===== src/rtl/sobel_dma_ctrl.sv =====
// sobel_dma_ctrl: register-programmed sequencer that streams words from memory
// through the Sobel accelerator and writes each result back, one word at a time.
module sobel_dma_ctrl #(
    parameter int LenWidth = 16
) (
    input  logic        clk_i,
    input  logic        rst_ni,
    input  logic        sbr_req_i,
    input  logic        sbr_we_i,
    input  logic [11:0] sbr_addr_i,
    input  logic [31:0] sbr_wdata_i,
    input  logic [3:0]  sbr_be_i,
    output logic        sbr_gnt_o,
    output logic        sbr_rvalid_o,
    output logic [31:0] sbr_rdata_o,
    output logic        sbr_err_o,
    output logic        mgr_req_o,
    output logic        mgr_we_o,
    output logic [31:0] mgr_addr_o,
    output logic [3:0]  mgr_be_o,
    output logic [31:0] mgr_wdata_o,
    input  logic        mgr_gnt_i,
    input  logic        mgr_rvalid_i,
    input  logic        mgr_err_i,
    input  logic [31:0] mgr_rdata_i,
    output logic        acc_in_valid_o,
    input  logic        acc_in_ready_i,
    output logic [31:0] acc_in_data_o,
    input  logic        acc_out_valid_i,
    output logic        acc_out_ready_o,
    input  logic [31:0] acc_out_data_i,
    output logic        irq_o
);

    localparam logic [2:0] ST_IDLE   = 3'd0;
    localparam logic [2:0] ST_RD_REQ = 3'd1;
    localparam logic [2:0] ST_RD_RSP = 3'd2;
    localparam logic [2:0] ST_PUSH   = 3'd3;
    localparam logic [2:0] ST_POP    = 3'd4;
    localparam logic [2:0] ST_WR_REQ = 3'd5;
    localparam logic [2:0] ST_WR_RSP = 3'd6;
    localparam logic [2:0] ST_ERR    = 3'd7;

    localparam logic [11:0] OFF_CTRL   = 12'h000;
    localparam logic [11:0] OFF_STATUS = 12'h004;
    localparam logic [11:0] OFF_SRC    = 12'h008;
    localparam logic [11:0] OFF_DST    = 12'h00C;
    localparam logic [11:0] OFF_LEN    = 12'h010;

    logic [2:0]          state_q, state_d;
    logic [31:0]         src_q, src_d;
    logic [31:0]         dst_q, dst_d;
    logic [LenWidth-1:0] len_q, len_d;
    logic [LenWidth-1:0] idx_q, idx_d;
    logic [31:0]         data_q, data_d;
    logic [31:0]         res_q, res_d;
    logic                irq_en_q, irq_en_d;
    logic                done_q, done_d;
    logic                err_q, err_d;
    logic                rvalid_q, rvalid_d;
    logic [31:0]         rdata_q, rdata_d;
    logic                rerr_q, rerr_d;

    logic                busy;
    logic                start_acc;
    logic [31:0]         word_off;
    logic                unused_be;

    // Byte enables are not used: the register file only supports full-word access.
    assign unused_be = ^sbr_be_i;

    assign busy     = (state_q != ST_IDLE);
    assign word_off = 32'(idx_q) << 2;

    // Register state, cleared asynchronously so a reset aborts a transfer at once.
    always_ff @(posedge clk_i or negedge rst_ni) begin
        if (!rst_ni) begin
            state_q  <= ST_IDLE;
            src_q    <= '0;
            dst_q    <= '0;
            len_q    <= '0;
            idx_q    <= '0;
            data_q   <= '0;
            res_q    <= '0;
            irq_en_q <= 1'b0;
            done_q   <= 1'b0;
            err_q    <= 1'b0;
            rvalid_q <= 1'b0;
            rdata_q  <= '0;
            rerr_q   <= 1'b0;
        end else begin
            state_q  <= state_d;
            src_q    <= src_d;
            dst_q    <= dst_d;
            len_q    <= len_d;
            idx_q    <= idx_d;
            data_q   <= data_d;
            res_q    <= res_d;
            irq_en_q <= irq_en_d;
            done_q   <= done_d;
            err_q    <= err_d;
            rvalid_q <= rvalid_d;
            rdata_q  <= rdata_d;
            rerr_q   <= rerr_d;
        end
    end

    // Register writes followed by the FSM; hardware sets of DONE/ERR come last so they beat a W1C.
    always_comb begin
        state_d   = state_q;
        src_d     = src_q;
        dst_d     = dst_q;
        len_d     = len_q;
        idx_d     = idx_q;
        data_d    = data_q;
        res_d     = res_q;
        irq_en_d  = irq_en_q;
        done_d    = done_q;
        err_d     = err_q;
        start_acc = 1'b0;

        if (sbr_req_i && sbr_we_i) begin
            case (sbr_addr_i)
                OFF_CTRL: begin
                    irq_en_d  = sbr_wdata_i[1];
                    start_acc = sbr_wdata_i[0] && !busy;
                end
                OFF_STATUS: begin
                    if (sbr_wdata_i[1]) done_d = 1'b0;
                    if (sbr_wdata_i[2]) err_d = 1'b0;
                end
                OFF_SRC: if (!busy) src_d = {sbr_wdata_i[31:2], 2'b00};
                OFF_DST: if (!busy) dst_d = {sbr_wdata_i[31:2], 2'b00};
                OFF_LEN: if (!busy) len_d = sbr_wdata_i[LenWidth-1:0];
                default: ;
            endcase
        end

        case (state_q)
            ST_IDLE: begin
                if (start_acc) begin
                    done_d = 1'b0;
                    err_d  = 1'b0;
                    idx_d  = '0;
                    if (len_q == '0) begin
                        done_d = 1'b1;
                    end else begin
                        state_d = ST_RD_REQ;
                    end
                end
            end
            ST_RD_REQ: if (mgr_gnt_i) state_d = ST_RD_RSP;
            ST_RD_RSP: begin
                if (mgr_rvalid_i) begin
                    data_d  = mgr_rdata_i;
                    state_d = mgr_err_i ? ST_ERR : ST_PUSH;
                end
            end
            ST_PUSH: if (acc_in_ready_i) state_d = ST_POP;
            ST_POP: begin
                if (acc_out_valid_i) begin
                    res_d   = acc_out_data_i;
                    state_d = ST_WR_REQ;
                end
            end
            ST_WR_REQ: if (mgr_gnt_i) state_d = ST_WR_RSP;
            ST_WR_RSP: begin
                if (mgr_rvalid_i) begin
                    if (mgr_err_i) begin
                        state_d = ST_ERR;
                    end else if (idx_q == len_q - LenWidth'(1)) begin
                        done_d  = 1'b1;
                        state_d = ST_IDLE;
                    end else begin
                        idx_d   = idx_q + LenWidth'(1);
                        state_d = ST_RD_REQ;
                    end
                end
            end
            ST_ERR: begin
                err_d   = 1'b1;
                state_d = ST_IDLE;
            end
            default: state_d = ST_IDLE;
        endcase
    end

    // Subordinate response: registered one cycle after the combinational grant.
    always_comb begin
        rvalid_d = sbr_req_i;
        rdata_d  = '0;
        rerr_d   = 1'b0;
        if (sbr_req_i) begin
            case (sbr_addr_i)
                OFF_CTRL:   if (!sbr_we_i) rdata_d = {30'd0, irq_en_q, 1'b0};
                OFF_STATUS: if (!sbr_we_i) rdata_d = {29'd0, err_q, done_q, busy};
                OFF_SRC:    if (!sbr_we_i) rdata_d = src_q;
                OFF_DST:    if (!sbr_we_i) rdata_d = dst_q;
                OFF_LEN:    if (!sbr_we_i) rdata_d = 32'(len_q);
                default:    rerr_d = 1'b1;
            endcase
        end
    end

    // Manager request fields come straight from the FSM state so they hold until granted.
    always_comb begin
        mgr_req_o   = 1'b0;
        mgr_we_o    = 1'b0;
        mgr_be_o    = 4'h0;
        mgr_addr_o  = '0;
        mgr_wdata_o = '0;
        if (state_q == ST_RD_REQ) begin
            mgr_req_o  = 1'b1;
            mgr_addr_o = src_q + word_off;
        end else if (state_q == ST_WR_REQ) begin
            mgr_req_o   = 1'b1;
            mgr_we_o    = 1'b1;
            mgr_be_o    = 4'hF;
            mgr_addr_o  = dst_q + word_off;
            mgr_wdata_o = res_q;
        end
    end

    assign sbr_gnt_o       = sbr_req_i;
    assign sbr_rvalid_o    = rvalid_q;
    assign sbr_rdata_o     = rdata_q;
    assign sbr_err_o       = rerr_q;
    assign acc_in_valid_o  = (state_q == ST_PUSH);
    assign acc_in_data_o   = data_q;
    assign acc_out_ready_o = (state_q == ST_POP);
    assign irq_o           = irq_en_q & (done_q | err_q);

endmodule


===== config.mk =====
export PLATFORM = sky130hd
export DESIGN_NAME = sobel_dma_ctrl
export DESIGN_NICKNAME = d
export VERILOG_FILES = /design/src/rtl/sobel_dma_ctrl.sv
export SDC_FILE = /design/constraint.sdc
export NUM_CORES = 1
export LEC_CHECK = 0
export BUFFER_PORTS_ARGS = -buffer_cell sky130_fd_sc_hd__buf_2
export CAP_MARGIN = 10
export CORE_MARGIN = 4
export CORE_UTILIZATION = 50
export CTS_BUF_LIST = sky130_fd_sc_hd__clkbuf_2
export DETAILED_ROUTE_END_ITERATION = 12
export GPL_TIMING_DRIVEN = 0
export PLACE_DENSITY = 0.75
export SLEW_MARGIN = 30
export SYNTH_ARGS = -nofsm -noshare
export SYNTH_HDL_FRONTEND = slang
export SYNTH_SLANG_ARGS = --single-unit

===== constraint.sdc =====
create_clock -name clk_i -period 5.5 [get_ports clk_i]
set_input_delay 1.65 -clock clk_i [delete_from_list [all_inputs] [get_ports clk_i]]
set_output_delay 1.65 -clock clk_i [all_outputs]
set_load 0.02 [all_outputs]

==> metrics <==
slowest CP cell dfrtp_2; Clk Latency, worst-skew pair 0.78 ns; most common cell after layout, fill and taps aside buf_2; Area growth syn-to-layout 23.8%; Die X 156 um; switching power 1520 uW; Starting Density 0.516; M3 GR Usage 0.0630; type of the worst setup path flop to primary output; sw frac 0.379; share of the synthesized area in the top cell type 0.447; site row count 53; VDD IR-drop max 0.293 mV; initial antenna violation count 1; DPL Wire Length 24400 um; CP Launch Point idx_q[0]$_DFFE_PN0P_; hold_buf cts 0; cts bufs inserted 17; CP Capture Type primary output; Int Power 2490 uW; reg2reg path depth 9; total negative slack 0 ns; RR Startpoint len_q[3]$_DFFE_PN0P_; Final Critical Period 5.48 ns; NumNets Final 1508; CTS tree built; Synth Area in Compound Gates 0.115; Final ANT Viol Nets 0; gr busiest metal met2; Synth Warn # 0; Synth Register Bits 196; H-tree depth 4; # Max-Cap Violations 0; register area 0.00491 sq mm; share of layout cells above drive strength 1 0.403; Boundary Pins 261; largest net degree at the start of global routing 86; die footprint 0.0244 sq mm; Period Utilization, post-route 0.997; met2 Usage GRT 0.426; Clock Tree Root clkbuf_2; Critical Path RT 3.85 ns; DR WL/cell 20.2 um; first-pass GRT wire length 50900 um; Max clock buf depth 2; vias in the first global route 9376; Worst setup endpoint mgr_addr_o[30]; leading cell types in the layout, fill and taps excluded 243 x buf_2, 188 x dfrtp_1, 143 x mux2_2; area of the core 0.0213 sq mm; count of cell types in the netlist 74; R2R Path End done_q$_DFF_PN0_; worst-path cell chain ha_4, fa_2, a211oi_2, o21bai_2, a31oi_4, o22ai_4, o31ai_4, nand2b_4, nor2_4, xnor2_1, o22ai_1, buf_4; area share of and/or/nand/nor cells after synthesis 0.150; Primary FF master, synth dfrtp_1; main area contributors after synthesis dfrtp_1 45%, mux2_2 15%, nor2_1 4.1%; GRT Total Usage 0.261; Worst Max-Slew Pin Slew 0.895 ns; Setup-failing EPs final 0; share of total power in the clock network 0.205; fillers 1713; Pwr per Cell Area 295 mW/mm^2; footprint of the multi-input gates 0.00599 sq mm; GPL Wtd Cong 0.930; slew margin rel. 0.403; FMAX 0.182 GHz; asr flop ratio synth 1.00; clock transition at the registers of the reported paths 0.33 ns; final wirelength 33200 um; xor and xnor area share after synthesis 0.0574; Synth Area per Inst 10.5 sq um; CP max stage delay 0.53 ns; combinational share of power 0.339; drt drc 0; DIE HEIGHT 156 um; Slew Limit Fails 0; top fanout value on the critical path 6; r2r setup slk 1.96 ns; EDFF count, synth 0; dominant cell type by area after synthesis dfrtp_1; met1 Usage GRT 0.354; grt total ovfl 0; Seq pwr share 0.456; vias per inst 5.82; Sink Count 196; RSZ-0062 raised after global routing yes; Initial DRC Count 732; Final Cell Area 0.0136 sq mm; via count 9557; synthesized cell area 0.0110 sq mm; mux share of post-synthesis cell area 0.149; status complete, no violations; placed cell count 1575; CP Launch Type flop; sequential fraction of the synthesis area 0.447; IO Port Bufs 254; DR pass1 iterations 8; critical path arrival 3.83 ns; clk_skew 0.0370 ns; post-synthesis cell count 1043; largest family of logic cells by synthesized area simple AND/OR/NAND/NOR gates; Synth Area in Adders 0.0424; final std cells w/o fill 1641; Post-DP Area 0.0127 sq mm; Pleak 0.00668 uW; final hold viol count 0; HP Class flop to flop
-- power by group through the flow --
stage               combinational [uW]  clock, uW  sequential [uW]
floorplan                          694          0             1980
global placement                  1290          0             1850
detailed placement                1330          0             1860
CTS                               1360        840             1830
global route                      1470        898             1860
finish                            1360        825             1830
-- worst max-delay path, delay by kind of cell (launching register included) --
kind            cells  cell delay [ns]
flops               1             0.53
buf+inv             1             0.19
fa+ha+maj           2             0.58
compound gates      6             1.34
simple gates        2             0.31
xor+xnor            1             0.12
-- final cells by class --
type                    count  share of cell area
diodes                      2            0.000368
plain buffers              55              0.0232
clock buffers              17             0.00626
clock inverters            15              0.0156
inverters                  29             0.00801
multi-input cells         764               0.441
flip-flops and latches    196               0.361
well taps                 275              0.0253
repair buffers            288               0.119
-- state kept, by name, indices dropped and copies added, names as in the netlist, 3 cells and up --
signal / flops
src_q: 30
state_q: 3
acc_in_data_o: 32
len_q: 16
idx_q: 16
res_q: 32
dst_q: 30
sbr_rdata_o: 32
-- metal layers --
layer / up-vias / share of wire
li1: 4381 / -
met1: 4648 / 0.41
met2: 461 / 0.48
met3: 67 / 0.090
met4: 0 / 0.027
met5: - / 0
-- cells by family after synthesis --
kind of cell / count (synthesis)
adder cells (fa/ha/maj): 36
flip-flops: 196
other: 1
XOR/XNOR: 72
AO/OA/AOI/OAI: 184
buffers and inverters: 84
multiplexers: 146
AND/OR/NAND/NOR: 324
-- cells in the mapped netlist, types with 5 or more instances --
cell type	number
nand2_1	53
a211oi_1	5
nand3_1	20
o21a_1	5
xnor2_1	50
a222oi_1	13
a21o_1	11
nand4_1	7
a21oi_1	38
o211ai_1	7
a31oi_1	5
or3_1	5
o21ai_0	32
nor2b_1	6
ha_1	34
inv_1	29
clkbuf_1	37
nor2_1	120
dfrtp_1	196
mux2_2	143
a22oi_1	18
xor2_1	22
o22ai_1	15
buf_4	7
nor4_1	8
nand2b_1	6
and3_1	43
nor3_1	19
-- repair_timing --
action | in CTS | in global routing
buffers inserted | 19 | 14
resized for setup | 32 | 44
setup endpoints to repair | 19 | 17
pin swaps | 8 | 23
-- metrics by stage --
step | hold slack, ns | setup WS [ns] | power, uW | util
final | 0.545 | 0.0153 | 4020 | 0.639
after global routing | 0.558 | -0.142 | 4230 | 0.639
after CTS | 0.547 | -0.00669 | 4020 | 0.623
after detailed placement | 0.489 | -0.0712 | 3190 | 0.595
after global placement | 0.481 | -0.510 | 3140 | 0.592
after floorplan | 0.473 | 0.497 | 2680 | -
-- worst min path at each step --
stage / startpoint / endpoint / slack (ns) / cells after the start
final: res_q[16]$_DFFE_PN0P_ / res_q[16]$_DFFE_PN0P_ / 0.54 / 1
after global routing: res_q[0]$_DFFE_PN0P_ / res_q[0]$_DFFE_PN0P_ / 0.56 / 1
after CTS: res_q[3]$_DFFE_PN0P_ / res_q[3]$_DFFE_PN0P_ / 0.55 / 1
after detailed placement: res_q[16]$_DFFE_PN0P_ / res_q[16]$_DFFE_PN0P_ / 0.49 / 1
after global placement: res_q[6]$_DFFE_PN0P_ / res_q[6]$_DFFE_PN0P_ / 0.48 / 1
after floorplan: res_q[21]$_DFFE_PN0P_ / res_q[21]$_DFFE_PN0P_ / 0.47 / 1
Note: power is estimated with default switching activity, not from simulation.
